==> src/rtl/spi_register_port.sv <==
// -----------------------------------------------------------------------------
// spi_register_port
//
// Bridges an SPI mode-0 host to the synth's parallel register-write port and
// streams the most recent synth sample back to the host over MISO.
// SCK is oversampled by i_Clock, so the whole block lives in one clock domain.
//
// Frame while CS_N is low: addr[15:8], addr[7:0], then one or more data bytes.
// Each data byte produces one single-cycle write strobe; the address
// auto-increments (wrapping at 16'hFFFF) for every further byte of a burst.
//
// Ports:
//   i_Clock               system clock, all state on its rising edge
//   i_Reset               asynchronous active-high reset
//   i_SPI_SCK             SPI clock (async, idles low)
//   i_SPI_CS_N            SPI chip select, active low (async)
//   i_SPI_MOSI            serial data in, MSB first (async)
//   o_SPI_MISO            serial data out, MSB first
//   i_Sample              signed synth output sample
//   i_SampleReady         one-cycle strobe qualifying i_Sample
//   o_RegisterWriteEnable one-cycle write strobe
//   o_RegisterWriteNumber register number (passed through undecoded)
//   o_RegisterWriteValue  register data
// -----------------------------------------------------------------------------
module spi_register_port #(
    parameter int SYNC_STAGES = 2   // must be >= 2
) (
    input  logic        i_Clock,
    input  logic        i_Reset,
    input  logic        i_SPI_SCK,
    input  logic        i_SPI_CS_N,
    input  logic        i_SPI_MOSI,
    output logic        o_SPI_MISO,
    input  logic [15:0] i_Sample,
    input  logic        i_SampleReady,
    output logic        o_RegisterWriteEnable,
    output logic [15:0] o_RegisterWriteNumber,
    output logic [7:0]  o_RegisterWriteValue
);

    typedef enum logic [1:0] {IDLE, ADDR_HI, ADDR_LO, DATA} state_t;

    // Synchronizers
    logic [SYNC_STAGES-1:0] sck_sync_q;
    logic [SYNC_STAGES-1:0] cs_sync_q;
    logic [SYNC_STAGES-1:0] mosi_sync_q;

    logic sck_s;
    logic cs_s;
    logic mosi_s;

    // Edge detection, registered so every event reaches the FSM in the
    // same cycle as the MOSI bit that goes with it.
    logic sck_prev_q;
    logic cs_prev_q;
    logic sck_rise_q;
    logic sck_fall_q;
    logic cs_rise_q;
    logic cs_fall_q;
    logic mosi_q;

    // Frame state
    state_t      state_q;
    logic [2:0]  bit_cnt_q;
    logic [6:0]  shift_q;
    logic [7:0]  shift_d;
    logic [15:0] addr_q;
    logic [15:0] miso_sr_q;
    logic [15:0] sample_latch_q;

    // A completed data byte is staged here, then presented on the outputs
    // the following cycle.
    logic        pend_q;
    logic [15:0] pend_num_q;
    logic [7:0]  pend_val_q;

    logic        wr_en_q;
    logic [15:0] wr_num_q;
    logic [7:0]  wr_val_q;

    assign sck_s   = sck_sync_q[SYNC_STAGES-1];
    assign cs_s    = cs_sync_q[SYNC_STAGES-1];
    assign mosi_s  = mosi_sync_q[SYNC_STAGES-1];
    assign shift_d = {shift_q, mosi_q};

    always_ff @(posedge i_Clock or posedge i_Reset) begin
        if (i_Reset) begin
            sck_sync_q  <= '0;
            cs_sync_q   <= '0;
            mosi_sync_q <= '0;
            sck_prev_q  <= 1'b0;
            cs_prev_q   <= 1'b0;
            sck_rise_q  <= 1'b0;
            sck_fall_q  <= 1'b0;
            cs_rise_q   <= 1'b0;
            cs_fall_q   <= 1'b0;
            mosi_q      <= 1'b0;
        end else begin
            sck_sync_q  <= {sck_sync_q[SYNC_STAGES-2:0], i_SPI_SCK};
            cs_sync_q   <= {cs_sync_q[SYNC_STAGES-2:0], i_SPI_CS_N};
            mosi_sync_q <= {mosi_sync_q[SYNC_STAGES-2:0], i_SPI_MOSI};
            sck_prev_q  <= sck_s;
            cs_prev_q   <= cs_s;
            sck_rise_q  <= sck_s & ~sck_prev_q;
            sck_fall_q  <= ~sck_s & sck_prev_q;
            cs_rise_q   <= cs_s & ~cs_prev_q;
            // cs_prev_q clears on reset, so CS_N already low at release
            // never looks like a falling edge.
            cs_fall_q   <= ~cs_s & cs_prev_q;
            mosi_q      <= mosi_s;
        end
    end

    always_ff @(posedge i_Clock or posedge i_Reset) begin
        if (i_Reset) begin
            sample_latch_q <= '0;
        end else if (i_SampleReady) begin
            sample_latch_q <= i_Sample;
        end
    end

    always_ff @(posedge i_Clock or posedge i_Reset) begin
        if (i_Reset) begin
            state_q    <= IDLE;
            bit_cnt_q  <= '0;
            shift_q    <= '0;
            addr_q     <= '0;
            miso_sr_q  <= '0;
            pend_q     <= 1'b0;
            pend_num_q <= '0;
            pend_val_q <= '0;
        end else begin
            pend_q <= 1'b0;
            if (cs_rise_q) begin
                // Abort: partial bytes are dropped, MISO returns to 0.
                state_q   <= IDLE;
                bit_cnt_q <= '0;
                miso_sr_q <= '0;
            end else if (state_q == IDLE) begin
                if (cs_fall_q) begin
                    state_q   <= ADDR_HI;
                    bit_cnt_q <= '0;
                    // A sample arriving on the same cycle is newer than the latch.
                    miso_sr_q <= i_SampleReady ? i_Sample : sample_latch_q;
                end
            end else if (!cs_prev_q) begin
                if (sck_fall_q) begin
                    miso_sr_q <= {miso_sr_q[14:0], 1'b0};
                end
                if (sck_rise_q) begin
                    shift_q   <= shift_d[6:0];
                    bit_cnt_q <= bit_cnt_q + 3'd1;
                    if (bit_cnt_q == 3'd7) begin
                        case (state_q)
                            ADDR_HI: begin
                                addr_q[15:8] <= shift_d;
                                state_q      <= ADDR_LO;
                            end
                            ADDR_LO: begin
                                addr_q[7:0] <= shift_d;
                                state_q     <= DATA;
                            end
                            DATA: begin
                                pend_q     <= 1'b1;
                                pend_num_q <= addr_q;
                                pend_val_q <= shift_d;
                                addr_q     <= addr_q + 16'd1;
                            end
                            default: ;
                        endcase
                    end
                end
            end
        end
    end

    // Output stage: once staged, a write is issued even if CS_N rises now.
    always_ff @(posedge i_Clock or posedge i_Reset) begin
        if (i_Reset) begin
            wr_en_q  <= 1'b0;
            wr_num_q <= '0;
            wr_val_q <= '0;
        end else begin
            wr_en_q <= pend_q;
            if (pend_q) begin
                wr_num_q <= pend_num_q;
                wr_val_q <= pend_val_q;
            end
        end
    end

    assign o_RegisterWriteEnable = wr_en_q;
    assign o_RegisterWriteNumber = wr_num_q;
    assign o_RegisterWriteValue  = wr_val_q;
    assign o_SPI_MISO            = miso_sr_q[15];

endmodule

==> config.mk <==
export PLATFORM = sky130hd
export DESIGN_NAME = spi_register_port
export DESIGN_NICKNAME = d
export VERILOG_FILES = /design/src/rtl/spi_register_port.sv
export SDC_FILE = /design/constraint.sdc
export NUM_CORES = 1
export LEC_CHECK = 0
export CORE_ASPECT_RATIO = 1.2
export CORE_MARGIN = 3
export CORE_UTILIZATION = 50
export CTS_BUF_LIST = sky130_fd_sc_hd__clkbuf_16
export DETAILED_ROUTE_END_ITERATION = 10
export PLACE_DENSITY_LB_ADDON = 0.1
export REMOVE_ABC_BUFFERS = 1
export SYNTH_ARGS = -nofsm -noshare
export SYNTH_HDL_FRONTEND = slang
export SYNTH_SLANG_ARGS = --single-unit
export TNS_END_PERCENT = 50
==> constraint.sdc <==
create_clock -name i_Clock -period 5.1 [get_ports i_Clock]
set_input_delay 1.02 -clock i_Clock [delete_from_list [all_inputs] [get_ports i_Clock]]
set_output_delay 1.02 -clock i_Clock [all_outputs]
set_load 0.02 [all_outputs]
; Word level (Yosys, flattened, before mapping)
; Index checks and enable logic that the tools add are counted.
[totals]
input_bits = 22
word_cells = 81
out_inout_bits = 26
register_bits = 123
[classes]
bitwise_logic = 10
mux = 26
n_eq_ne = 6
add_sub_neg = 2
reduce_logical = 14
[ops]
columns = op, n
row1 = $mux W16, 6
row2 = $pmux W8 S2, 2
row3 = $reduce_and A6 Y1, 3
row4 = $add A16 B1 Y16 const B, 1
row5 = $mux W3, 5
row6 = $mux W2, 6
row7 = $reduce_bool A3 Y1, 3
row8 = $mux W1, 6
row9 = $not A1 Y1, 6
row10 = $reduce_and A3 Y1, 2
row11 = $reduce_and A5 Y1, 1
row12 = $and A1 B1 Y1, 4
row13 = $eq A2 B2 Y1 const B, 2
row14 = $pmux W2 S2, 1
row15 = $reduce_and A4 Y1, 1
row16 = $reduce_bool A2 Y1, 2
row17 = $reduce_bool A4 Y1, 1
row18 = $add A3 B1 Y3 const B, 1
row19 = $eq A3 B3 Y1 const B, 1
row20 = $ne A3 B1 Y1 const B, 1
row21 = $ne A3 B3 Y1 const B, 1
row22 = $eq A2 B1 Y1 const B, 1
row23 = $logic_not A2 Y1, 1

; Longest topological paths before layout
; Gate-level depths: netlist of the first run.
[logic_depth]
depth_word = 7
ltp_mapped = 9
depth_no_buf = 7

; Worst setup path before layout of the first run
; OpenSTA, ideal clock, no wires.
[synth_path]
path_type = input port to flip-flop
from = input port i_SampleReady
to = register miso_sr_q[6]
setup_slack_ns = 2.929
path_buffers = 2
required_ns = 4.973
t_arrival_ns = 2.044
setup_ns = 0.127
path_stages = 5
cell_sequence = clkbuf_1 buf_2 mux2_2 mux2i_1 o21ai_0
[synth_via]
elab_chain_cells = 4
[synth_rtl]
columns = item, line_no
row1 = "start, declared", 35  ; input logic i_SampleReady,
row2 = $mux W16, --
row3 = $mux W16, 140  ; if (cs_fall_q) begin
row4 = $mux W16, 139  ; end else if (state_q == IDLE) begin
row5 = $mux W16, 134  ; if (cs_rise_q) begin
row6 = "end signal, assigned", 144  ; miso_sr_q <= i_SampleReady ? i_Sample : sample_latch_q;
row7 = "end signal, assigned", 148  ; miso_sr_q <= {miso_sr_q[14:0], 1'b0};
row8 = "end, declared", 68  ; logic [15:0] miso_sr_q;
; No other way between the ends. The select of a mux whose other input is x is not followed.
; A chain may end at the register's enable or synchronous reset.

; Final worst setup path of the first run
[layout_path]
from = register state_q[0]
to = register addr_q[14]
[layout_via]
elab_chain_cells = 3
word_cells_on_any_way = 7
cone_classes = eq/ne (2) / mux (1) / bitwise (1) / reduce/logical (3)
[layout_rtl]
columns = item, line_no
row1 = "start, declared", 63  ; state_t state_q;
row2 = "start signal, assigned", 124  ; state_q <= IDLE;
row3 = "start signal, assigned", 136  ; state_q <= IDLE;
row4 = "start signal, assigned", 141  ; state_q <= ADDR_HI;
row5 = $eq A2 B2 Y1 (tied with other cells), 154  ; case (state_q)
row6 = $reduce_bool A2 Y1 (no line) or $not A1 Y1 (tied branches), --
row7 = $reduce_and A6 Y1 (no line), --
row8 = "end signal, assigned", 156  ; addr_q[15:8] <= shift_d;
row9 = "end signal, assigned", 167  ; addr_q <= addr_q + 16'd1;
row10 = "end, declared", 67  ; logic [15:0] addr_q;
; Parallel ways exist; a longest one is shown, timed or not.

==> results of run 1 <==
state kept, by name (all words and copies together) (netlist names), 2 cells and up:
signal                 flops
pend_val_q                 8
o_RegisterWriteNumber     16
o_RegisterWriteValue       8
bit_cnt_q                  3
sample_latch_q            16
cs_sync_q                  2
sck_sync_q                 2
mosi_sync_q                2
addr_q                    16
state_q                    2
miso_sr_q                 16
shift_q                    7
pend_num_q                16
worst max path at each step:
stage / from / endpoint / cells past startpoint
finish: state_q[0]$_DFFE_PP0P_ / addr_q[14]$_DFFE_PP0P_ / 8
global route: state_q[0]$_DFFE_PP0P_ / addr_q[14]$_DFFE_PP0P_ / 8
CTS: state_q[0]$_DFFE_PP0P_ / addr_q[14]$_DFFE_PP0P_ / 8
detailed placement: state_q[0]$_DFFE_PP0P_ / addr_q[14]$_DFFE_PP0P_ / 8
global placement: i_SampleReady / miso_sr_q[5]$_DFFE_PP0P_ / 4
floorplan: i_Reset / addr_q[0]$_DFFE_PP0P_ / 1
power groups by stage:
stage / Combinational, mW / Clock, mW / Sequential [mW]
global placement: 0.339 / 0 / 1.15
floorplan: 0.258 / 0 / 1.14
detailed placement: 0.347 / 0 / 1.15
global route: 0.390 / 1.22 / 1.15
CTS: 0.351 / 1.17 / 1.14
finish: 0.348 / 1.16 / 1.14
cells by family (layout without fill, tap and decap cells):
logic type / after synthesis / in the layout / synth area share (%)
and+or+nand+nor: 160 / 160 / 14.4
buffers and inverters: 39 / 93 / 3.42
adders and majority gates: 7 / 7 / 1.66
AOI/OAI and AO/OA: 72 / 72 / 9.11
muxes: 63 / 63 / 13.1
DFF: 123 / 123 / 58.4
layer usage:
layer / part of all wire (%) / GRT usage, % / vias to the layer above
met5: 0 / 0 / -
met4: 2.4 / 9.22 / 0
met2: 50 / 29.8 / 94
met1: 43 / 24.0 / 1778
met3: 4.8 / 4.78 / 19
li1: - / - / 1708
through the flow:
stage	total power, mW	utilization [%]	setup slack, ns	instance area [sq um]
6_report	2.64	62.5	2.24	6350
5_1_grt	2.77	62.5	1.95	6350
4_1_cts	2.66	62.5	2.22	6350
3_5_place_dp	1.50	57.0	2.25	5790
3_3_place_gp	1.49	57.0	2.34	5790
2_1_floorplan	1.40	-	0.809	5130
area by class of cell:
type | instances | area [sq um] | area share (%)
clock buffers | 17 | 425 | 6.69
inverters | 10 | 40.0 | 0.630
well taps | 126 | 158 | 2.48
repair buffers | 51 | 500 | 7.88
multi-input cells | 302 | 2010 | 31.7
flip-flops and latches | 123 | 3080 | 48.4
clock inverters | 15 | 140 | 2.21
cell usage in the layout, fill, tap and decap left out, types with 5 or more instances in the layout:
cell,instances
dfrtp_1,123
nand2_1,92
clkdlybuf4s50_1,47
mux2_2,46
o21ai_0,26
nor2_1,19
mux2i_1,17
clkbuf_16,17
a21oi_1,14
inv_1,12
nand3_1,9
nand4_1,9
ha_1,7
nor2b_1,6
o22a_1,5
clkinv_1,5
==> reports/qor.csv, run 1 <==
stage,metric,value,unit
hold_path,hold_depth,0,
die,fp.dieH,118,microns
yosys,ys.flop_type,dfrtp_1,
pwr,p_int,1.98,mW
detailed_routing,via_per_inst,5.59,
timing,hold_viol,0,
critical_path,r2r-end,addr_q[14]$_DFFE_PP0P_,
critical_path,slowest_stage,nor4b_4,
yosys,netlist_top_cells_count,"dfrtp_1, nand2_1, mux2_2",
detailed_routing,avgRoutedWirePerCell,15.8,microns
yosys,synth_top_area_cell,dfrtp_1,
timing,setup_tns,0,ns
pwr,p_per_area,416,nW/um^2
critical_path,crit_type,flop to flop,
die,rows,40,
cells_and_area,instances_no_fill,644,
grt,grt-ovfl-total,0,
pwr,p_clk_share,43.8,%
pwr,ir_worst_vdd,0.000253,V
cells_and_area,fillCellCount,838,
detailed_routing,drt_pass1_iterations,4,
placement,gp_congestion,0.862,
die,dieArea,11800,sq um
yosys,synth_warnings,0,
placement,dp.cells,612,
critical_path,r2r_start,state_q[0]$_DFFE_PP0P_,
pwr,pwr-share-comb,13.2,%
hold_path,min_delay_worst_endpoint,mosi_sync_q[1]$_DFF_PP0_,
timing,setup_viol,0,
critical_path,worstSetupEndpointType,flop,
yosys,async_flop_share,100,%
yosys,yosysTopAreaCellShare,58.4,%
cells_and_area,drive_above_1_share,16.2,%
yosys,postSynthAreaPerCell,11.4,sq um
cells_and_area,area_delta_synth_final,20.6,%
critical_path,crit_path_max_incr_delay,0.69,ns
critical_path,cp.arrival,3.15,ns
clocking,htree_num_levels,4,
detailed_routing,totalWireLength,10200,microns
clocking,ctsHoldBuffers,0,
critical_path,cp-start-kind,flop,
clocking,post_cts_resized,0,
yosys,syn_area,5270,sq um
pwr,switching_share,25.2,%
detailed_routing,num_vias,3599,
die,die_w,99.7,microns
clocking,cts_tree,built,
hold_path,min-delay-start,mosi_sync_q[0]$_DFF_PP0_,
yosys,seq_area_frac_synth,58.4,%
critical_path,cpMostUsedCell,inv_1,
clocking,clkSlewWorstSetupHoldPaths,0.05,ns
grt,grt_pass1_wl,17700,microns
critical_path,r2r.worst_path.cells,8,
clocking,postCtsSetupRepairBufs,0,
timing,fmax,350,MHz
critical_path,cp.required,5.40,ns
critical_path,crit_chain,inv_1 -> ha_1 -> buf_4 -> nor4b_4 -> nand3_1 -> inv_1 -> and3_1 -> nor4_1,
placement,io_buffers,47,
yosys,synth_edf_count,0,
timing,rsz0062_at_grt,false,
grt,antenna_found_initial,0,
pwr,p_leak,3.02,nW
cells_and_area,diodes,0,
pwr,p_sw,665,uW
timing,period_needed,2.86,ns
timing,worstMarginPinSlew,1.18,ns
die,start_util,51.9,%
detailed_routing,drtIter0Drc,143,
job,drv_cap,0,
clocking,clockBufferDepth,2,
timing,maxSlewViolCount,0,
die,io_pins,48,
timing,post-route-period-util,56.0,%
clocking,cts_root_buffer,clkbuf_16,
yosys,ys_seq_elements,123,
run_status,status,completed,
critical_path,crit_buf_inv,3,
detailed_routing,drc,0,
timing,hold_ws,0.344,ns
clocking,cts_inserted_buffers,17,
cells_and_area,nets,534,
grt,grt_max_degree,64,
hold_path,min_path_type,flop to flop,
critical_path,crit_fanout,25,
grt,grt_pass1_vias,3643,
critical_path,ff2ff_setup_slack,2.24,ns
placement,hpwl,6530,microns
grt,track_usage,18.9,%
yosys,synth.distinct_cells,53,
clocking,clock_latency,0.42,ns
clocking,cts_sinks,123,
timing,finClkSkew,0.00648,ns
pwr,pwr-share-seq,43.0,%
timing,relSlewSlack,21.5,%
die,core_area,10200,sq um
yosys,ys_top_cells_by_area,"dfrtp_1, mux2_2, nand2_1",
detailed_routing,ant_nets,0,
yosys,yosys.cell_count.top_type,dfrtp_1,
yosys,synthCells,464,
critical_path,critical-path-top-delay-family,simple AND/OR/NAND/NOR gates,
(Power assumes the default switching activity.)
==> inputs of run 2 (changes only) <==
==> constraint.sdc (replaced) <==
create_clock -name i_Clock -period 2.9 [get_ports i_Clock]
set_input_delay 0.58 -clock i_Clock [delete_from_list [all_inputs] [get_ports i_Clock]]
set_output_delay 0.58 -clock i_Clock [all_outputs]
set_load 0.02 [all_outputs]
==> run 2 against run 1 <==
  * Utilization grew 1.1 points
  * Final cell count rose by 1.1%
  * Non-clock buffer count up 8
  * Sequential power grew 75%
  * Combinational power rose by 86%
  * Power rose by 80%
  * First-iteration DRC count rose by 43%
  * Setup slack worse by 1.7 ns
==> reports/qor.csv, run 2 (synthesis gave the netlist of run 1 again) <==
stage,metric,value,unit
timing,fmax,432,MHz
timing,fin_ws,0.584,ns
clocking,cts_tree,built,
pwr,p_sw,1.17,mW
timing,rsz0062_at_grt,false,
pwr,ir_worst_vdd,0.000477,V
detailed_routing,ant_nets,0,
die,start_util,51.9,%
clocking,cts_sinks,123,
cells_and_area,fin_util,63.6,%
detailed_routing,totalWireLength,10700,microns
clocking,post_cts_resized,0,
pwr,p_per_area,735,nW/um^2
detailed_routing,num_vias,3592,
die,die_w,99.7,microns
timing,period_needed,2.32,ns
critical_path,critical-path-top-delay-family,compound AO/OA/AOI/OAI gates,
job,drv_cap,0,
critical_path,slowest_stage,and3b_1,
cells_and_area,instances_no_fill,651,
timing,finClkSkew,0.00609,ns
placement,dp_slack,0.609,ns
cells_and_area,diodes,0,
timing,setup_tns,0,ns
die,fp.dieH,118,microns
die,dieArea,11800,sq um
detailed_routing,drc,0,
cells_and_area,area_delta_synth_final,22.6,%
timing,worstMarginPinSlew,1.12,ns
die,rows,40,
timing,maxSlewViolCount,0,
pwr,p_leak,3.07,nW
clocking,clockBufferDepth,2,
timing,hold_viol,0,
critical_path,crit_path_max_incr_delay,0.48,ns
clocking,clock_latency,0.40,ns
critical_path,worstSetupEndpointType,flop,
critical_path,crit_fanout,13,
detailed_routing,drtIter0Drc,205,
critical_path,crit_buf_inv,0,
grt,grt-ovfl-total,0,
critical_path,crit_chain,ha_1 -> ha_1 -> and3b_1 -> o211a_1 -> mux2_2 -> a311o_2,
pwr,p_clk_share,44.2,%
grt,grt_max_degree,78,
die,io_pins,48,
hold_path,min_path_type,flop to flop,
placement,gp_congestion,0.890,
critical_path,crit_type,flop to flop,
detailed_routing,avgRoutedWirePerCell,16.5,microns
grt,grt_pass1_wl,18400,microns
placement,dp.cells,620,
grt,grt_pass1_vias,3805,
cells_and_area,final_cell_mix,"dfrtp_1, nand2_1, clkdlybuf4s50_1",
grt,antenna_found_initial,0,
pwr,pwr-share-seq,42.1,%
placement,hpwl,6860,microns
clocking,postCtsSetupRepairBufs,0,
run_status,status,completed,
clocking,ctsHoldBuffers,0,
pwr,switching_share,24.5,%
timing,setup_viol,0,
critical_path,cp.arrival,2.60,ns
detailed_routing,via_per_inst,5.52,
clocking,cts_root_buffer,clkbuf_16,
clocking,cts_inserted_buffers,17,
critical_path,cp-start-kind,flop,
grt,track_usage,19.7,%
cells_and_area,drive_above_1_share,17.3,%
timing,post-route-period-util,79.9,%
clocking,clkSlewWorstSetupHoldPaths,0.05,ns
critical_path,cpMostUsedCell,ha_1,
die,core_area,10200,sq um
timing,relSlewSlack,25.2,%
cells_and_area,layout_commonest_cell,dfrtp_1,
cells_and_area,nets,542,
pwr,pwr-share-comb,13.6,%
placement,io_buffers,47,
critical_path,cp.required,3.18,ns
cells_and_area,fillCellCount,815,
pwr,p_int,3.58,mW
clocking,htree_num_levels,4,
detailed_routing,drt_pass1_iterations,4,
## run 2: changes by cell type in the layout (fill, tap and decap cells not counted)
cell        change
buf_4           +6
bufinv_16       +1
buf_12          +2
clkinvlp_4      +1
clkinv_2        -3
## run 2: path summary, 6_finish.rpt
path / endpoint / cells past startpoint / start / slack [ns]
min: sck_sync_q[1]$_DFF_PP0_ / 0 / sck_sync_q[0]$_DFF_PP0_ / 0.35
min in group asynchronous: o_RegisterWriteValue[7]$_DFFE_PP0P_ / 3 / i_Reset / 0.58
max: addr_q[9]$_DFFE_PP0P_ / 6 / bit_cnt_q[0]$_DFFE_PP0P_ / 0.58
max reg2reg: addr_q[9]$_DFFE_PP0P_ / 6 / bit_cnt_q[0]$_DFFE_PP0P_ / 0.58
min reg2reg: sck_sync_q[1]$_DFF_PP0_ / 0 / sck_sync_q[0]$_DFF_PP0_ / 0.35
max in group asynchronous: shift_q[1]$_DFFE_PP0P_ / 3 / i_Reset / 1.92
## run 2: power groups by stage
stage          Combinational, mW  Sequential [mW]  Clock [mW]
3_3_place_gp               0.628             2.02           0
6_report                   0.647             2.00        2.10
4_1_cts                    0.653             2.00        2.15
3_5_place_dp               0.648             2.03           0
2_1_floorplan              0.454             2.00           0
5_1_grt                    0.725             2.02        2.23
## run 2: worst reg2reg max path, stage by stage, from the launching register on
cell,delay (ns)
dfrtp_1,0.36
ha_1,0.16
ha_1,0.16
and3b_1,0.48
o211a_1,0.38
mux2_2,0.37
a311o_2,0.30
## run 2: final cells by class
cell class                 count  area (sq um)  area share, %
sequential                   123          3080           47.6
multi-input combinational    302          2010           31.2
timing repair buffer          59           586           9.06
clock buffer                  17           425           6.58
clock inverter                14           163           2.52
tap                          126           158           2.44
inverter                      10          40.0          0.620
## run 2: metrics by stage
step                power [mW]  area (sq um)  hold slack (ns)
floorplan                 2.45          5130            0.331
global placement          2.65          5870            0.338
detailed placement        2.67          5870            0.340
CTS                       4.80          6460            0.352
global route              4.98          6460            0.352
finish                    4.75          6460            0.350
## run 2: routing by layer
| layer | global-route usage (%) | vias up | routed length (microns) |
|---|---|---|---|
| li1 | - | 1727 | - |
| met1 | 24.7 | 1768 | 4730 |
| met2 | 31.6 | 73 | 5310 |
| met3 | 5.19 | 24 | 392 |
| met4 | 8.88 | 0 | 284 |
| met5 | 0 | - | 0 |
==> inputs of run 3 (changes only) <==
==> constraint.sdc (replaced) <==
create_clock -name i_Clock -period 2.29 [get_ports i_Clock]
set_input_delay 0.458 -clock i_Clock [delete_from_list [all_inputs] [get_ports i_Clock]]
set_output_delay 0.458 -clock i_Clock [all_outputs]
set_load 0.02 [all_outputs]
==> run 3 against run 2 <==
  * Sequential share of layout area decreased by 0.41 points
  * Highest routed layer unchanged
  * Largest cell class unchanged
  * Die area unchanged
  * Clock power increased by 30%
==> reports/qor.csv, run 3 (synthesis gave the netlist of run 1 again) <==
stage,metric,value,unit
run_status,status,completed,
timing,maxSlewViolCount,0,
critical_path,cpMostUsedCell,ha_1,
cells_and_area,layout_commonest_cell,dfrtp_1,
clocking,cts_inserted_buffers,17,
cells_and_area,area_delta_synth_final,23.7,%
critical_path,crit_type,flop to flop,
critical_path,cp.arrival,2.38,ns
critical_path,r2r_start,bit_cnt_q[1]$_DFFE_PP0P_,
critical_path,r2r.worst_path.cells,6,
cells_and_area,drive_above_1_share,19.0,%
clocking,clock_latency,0.41,ns
die,die_w,99.7,microns
die,core_area,10200,sq um
detailed_routing,via_per_inst,5.56,
detailed_routing,ant_nets,0,
detailed_routing,avgRoutedWirePerCell,15.2,microns
die,rows,40,
clocking,ctsHoldBuffers,0,
placement,io_buffers,47,
critical_path,cp.required,2.58,ns
critical_path,crit_fanout,13,
critical_path,crit_chain,ha_1 -> ha_1 -> and3b_1 -> o211a_1 -> mux2_2 -> a311o_2,
clocking,post_cts_resized,0,
hold_path,min-delay-start,mosi_sync_q[1]$_DFF_PP0_,
timing,fmax,478,MHz
detailed_routing,totalWireLength,9970,microns
timing,worstMarginPinSlew,0.499,ns
pwr,p_leak,3.09,nW
job,drv_cap,0,
critical_path,worstSetupEndpointType,flop,
timing,hold_viol,0,
grt,grt_max_degree,94,
placement,gp_congestion,0.889,
detailed_routing,num_vias,3656,
critical_path,cp-start-kind,flop,
grt,track_usage,18.6,%
die,dieArea,11800,sq um
die,fp.dieH,118,microns
grt,antenna_found_initial,0,
cells_and_area,nets,547,
die,start_util,51.9,%
grt,grt_pass1_wl,17500,microns
clocking,clkSlewWorstSetupHoldPaths,0.05,ns
timing,period_needed,2.09,ns
cells_and_area,final_cell_mix,"dfrtp_1, nand2_1, clkdlybuf4s50_1",
detailed_routing,drc,0,
clocking,clockBufferDepth,2,
critical_path,slowest_stage,and3b_1,
detailed_routing,drt_pass1_iterations,5,
grt,grt_pass1_vias,3612,
clocking,cts_root_buffer,clkbuf_16,
critical_path,r2r-end,addr_q[9]$_DFFE_PP0P_,
timing,setup_tns,0,ns
cells_and_area,final_cell_area,6520,sq um
detailed_routing,drtIter0Drc,137,
critical_path,crit_path_max_incr_delay,0.43,ns
critical_path,ff2ff_setup_slack,0.20,ns
clocking,cts_tree,built,
cells_and_area,diodes,0,
hold_path,min_delay_worst_endpoint,mosi_q$_DFF_PP0_,
clocking,postCtsSetupRepairBufs,0,
timing,post-route-period-util,91.3,%
hold_path,hold_depth,0,
clocking,htree_num_levels,4,
clocking,cts_sinks,123,
hold_path,min_path_type,flop to flop,
placement,hpwl,6660,microns
timing,relSlewSlack,66.7,%
pwr,p_per_area,927,nW/um^2
timing,rsz0062_at_grt,false,
placement,dpl_cell_area,5900,sq um
timing,setup_viol,0,
die,io_pins,48,
grt,grt-ovfl-total,0,
timing,finClkSkew,0.00694,ns
pwr,ir_worst_vdd,0.000559,V
## run 3: changes by cell type in the layout (fill, tap and decap cells not counted)
cell / change
inv_1: -2
buf_4: +5
clkinvlp_4: +2
clkinv_2: +2
clkinv_1: -2
clkinv_4: +1
## run 3: worst max path at each step
stage / start / endpoint / slack (ns) / cells past startpoint
final: bit_cnt_q[1]$_DFFE_PP0P_ / addr_q[9]$_DFFE_PP0P_ / 0.20 / 6
after global routing: bit_cnt_q[0]$_DFFE_PP0P_ / addr_q[9]$_DFFE_PP0P_ / 0.05 / 6
after CTS: bit_cnt_q[1]$_DFFE_PP0P_ / addr_q[9]$_DFFE_PP0P_ / 0.20 / 6
after detailed placement: bit_cnt_q[1]$_DFFE_PP0P_ / addr_q[9]$_DFFE_PP0P_ / 0.20 / 6
after global placement: bit_cnt_q[0]$_DFFE_PP0P_ / addr_q[9]$_DFFE_PP0P_ / 0.27 / 6
after floorplan: i_Reset / addr_q[0]$_DFFE_PP0P_ / -1.44 / 1
## run 3: layout make-up
type / instances / area [sq um]
fillers: 814 / 3640
flip-flops and latches: 123 / 3080
multi-input cells: 302 / 2010
repair buffers: 64 / 623
clock buffers: 17 / 425
clock inverters: 15 / 181
well taps: 126 / 158
inverters: 10 / 40.0
## run 3: metal layers
metal | part of all wire (%) | vias to the layer above | global-route usage [%]
li1 | - | 1738 | -
met1 | 43 | 1814 | 23.4
met2 | 50 | 81 | 29.0
met3 | 4.2 | 23 | 5.84
met4 | 2.4 | 0 | 8.54
met5 | 0 | - | 0
## run 3: power breakdown
group / switching (mW) / total (mW) / internal, mW
clock network: 0.924 / 2.72 / 1.80
registers: 0.131 / 2.52 / 2.39
logic: 0.425 / 0.799 / 0.374
## run 3: worst max-delay path: cells and delay by family (launching register included)
family                     cells  cell delay (ns)
AOI/OAI and AO/OA              2             0.54
adders and majority gates      2             0.30
DFF                            1             0.36
muxes                          1             0.33
and+or+nand+nor                1             0.43
## run 3: metrics by stage
stage          power [mW]  worst slack (ns)  cells  hold WS [ns]  util, %
3_5_place_dp         3.37             0.199    624         0.336     58.1
4_1_cts              6.12             0.196    656         0.348     64.1
2_1_floorplan        3.11             -1.44    435         0.331        -
3_3_place_gp         3.35             0.265    624         0.334     58.1
6_report             6.04             0.200    657         0.345     64.2
5_1_grt              6.35            0.0517    657         0.353     64.2
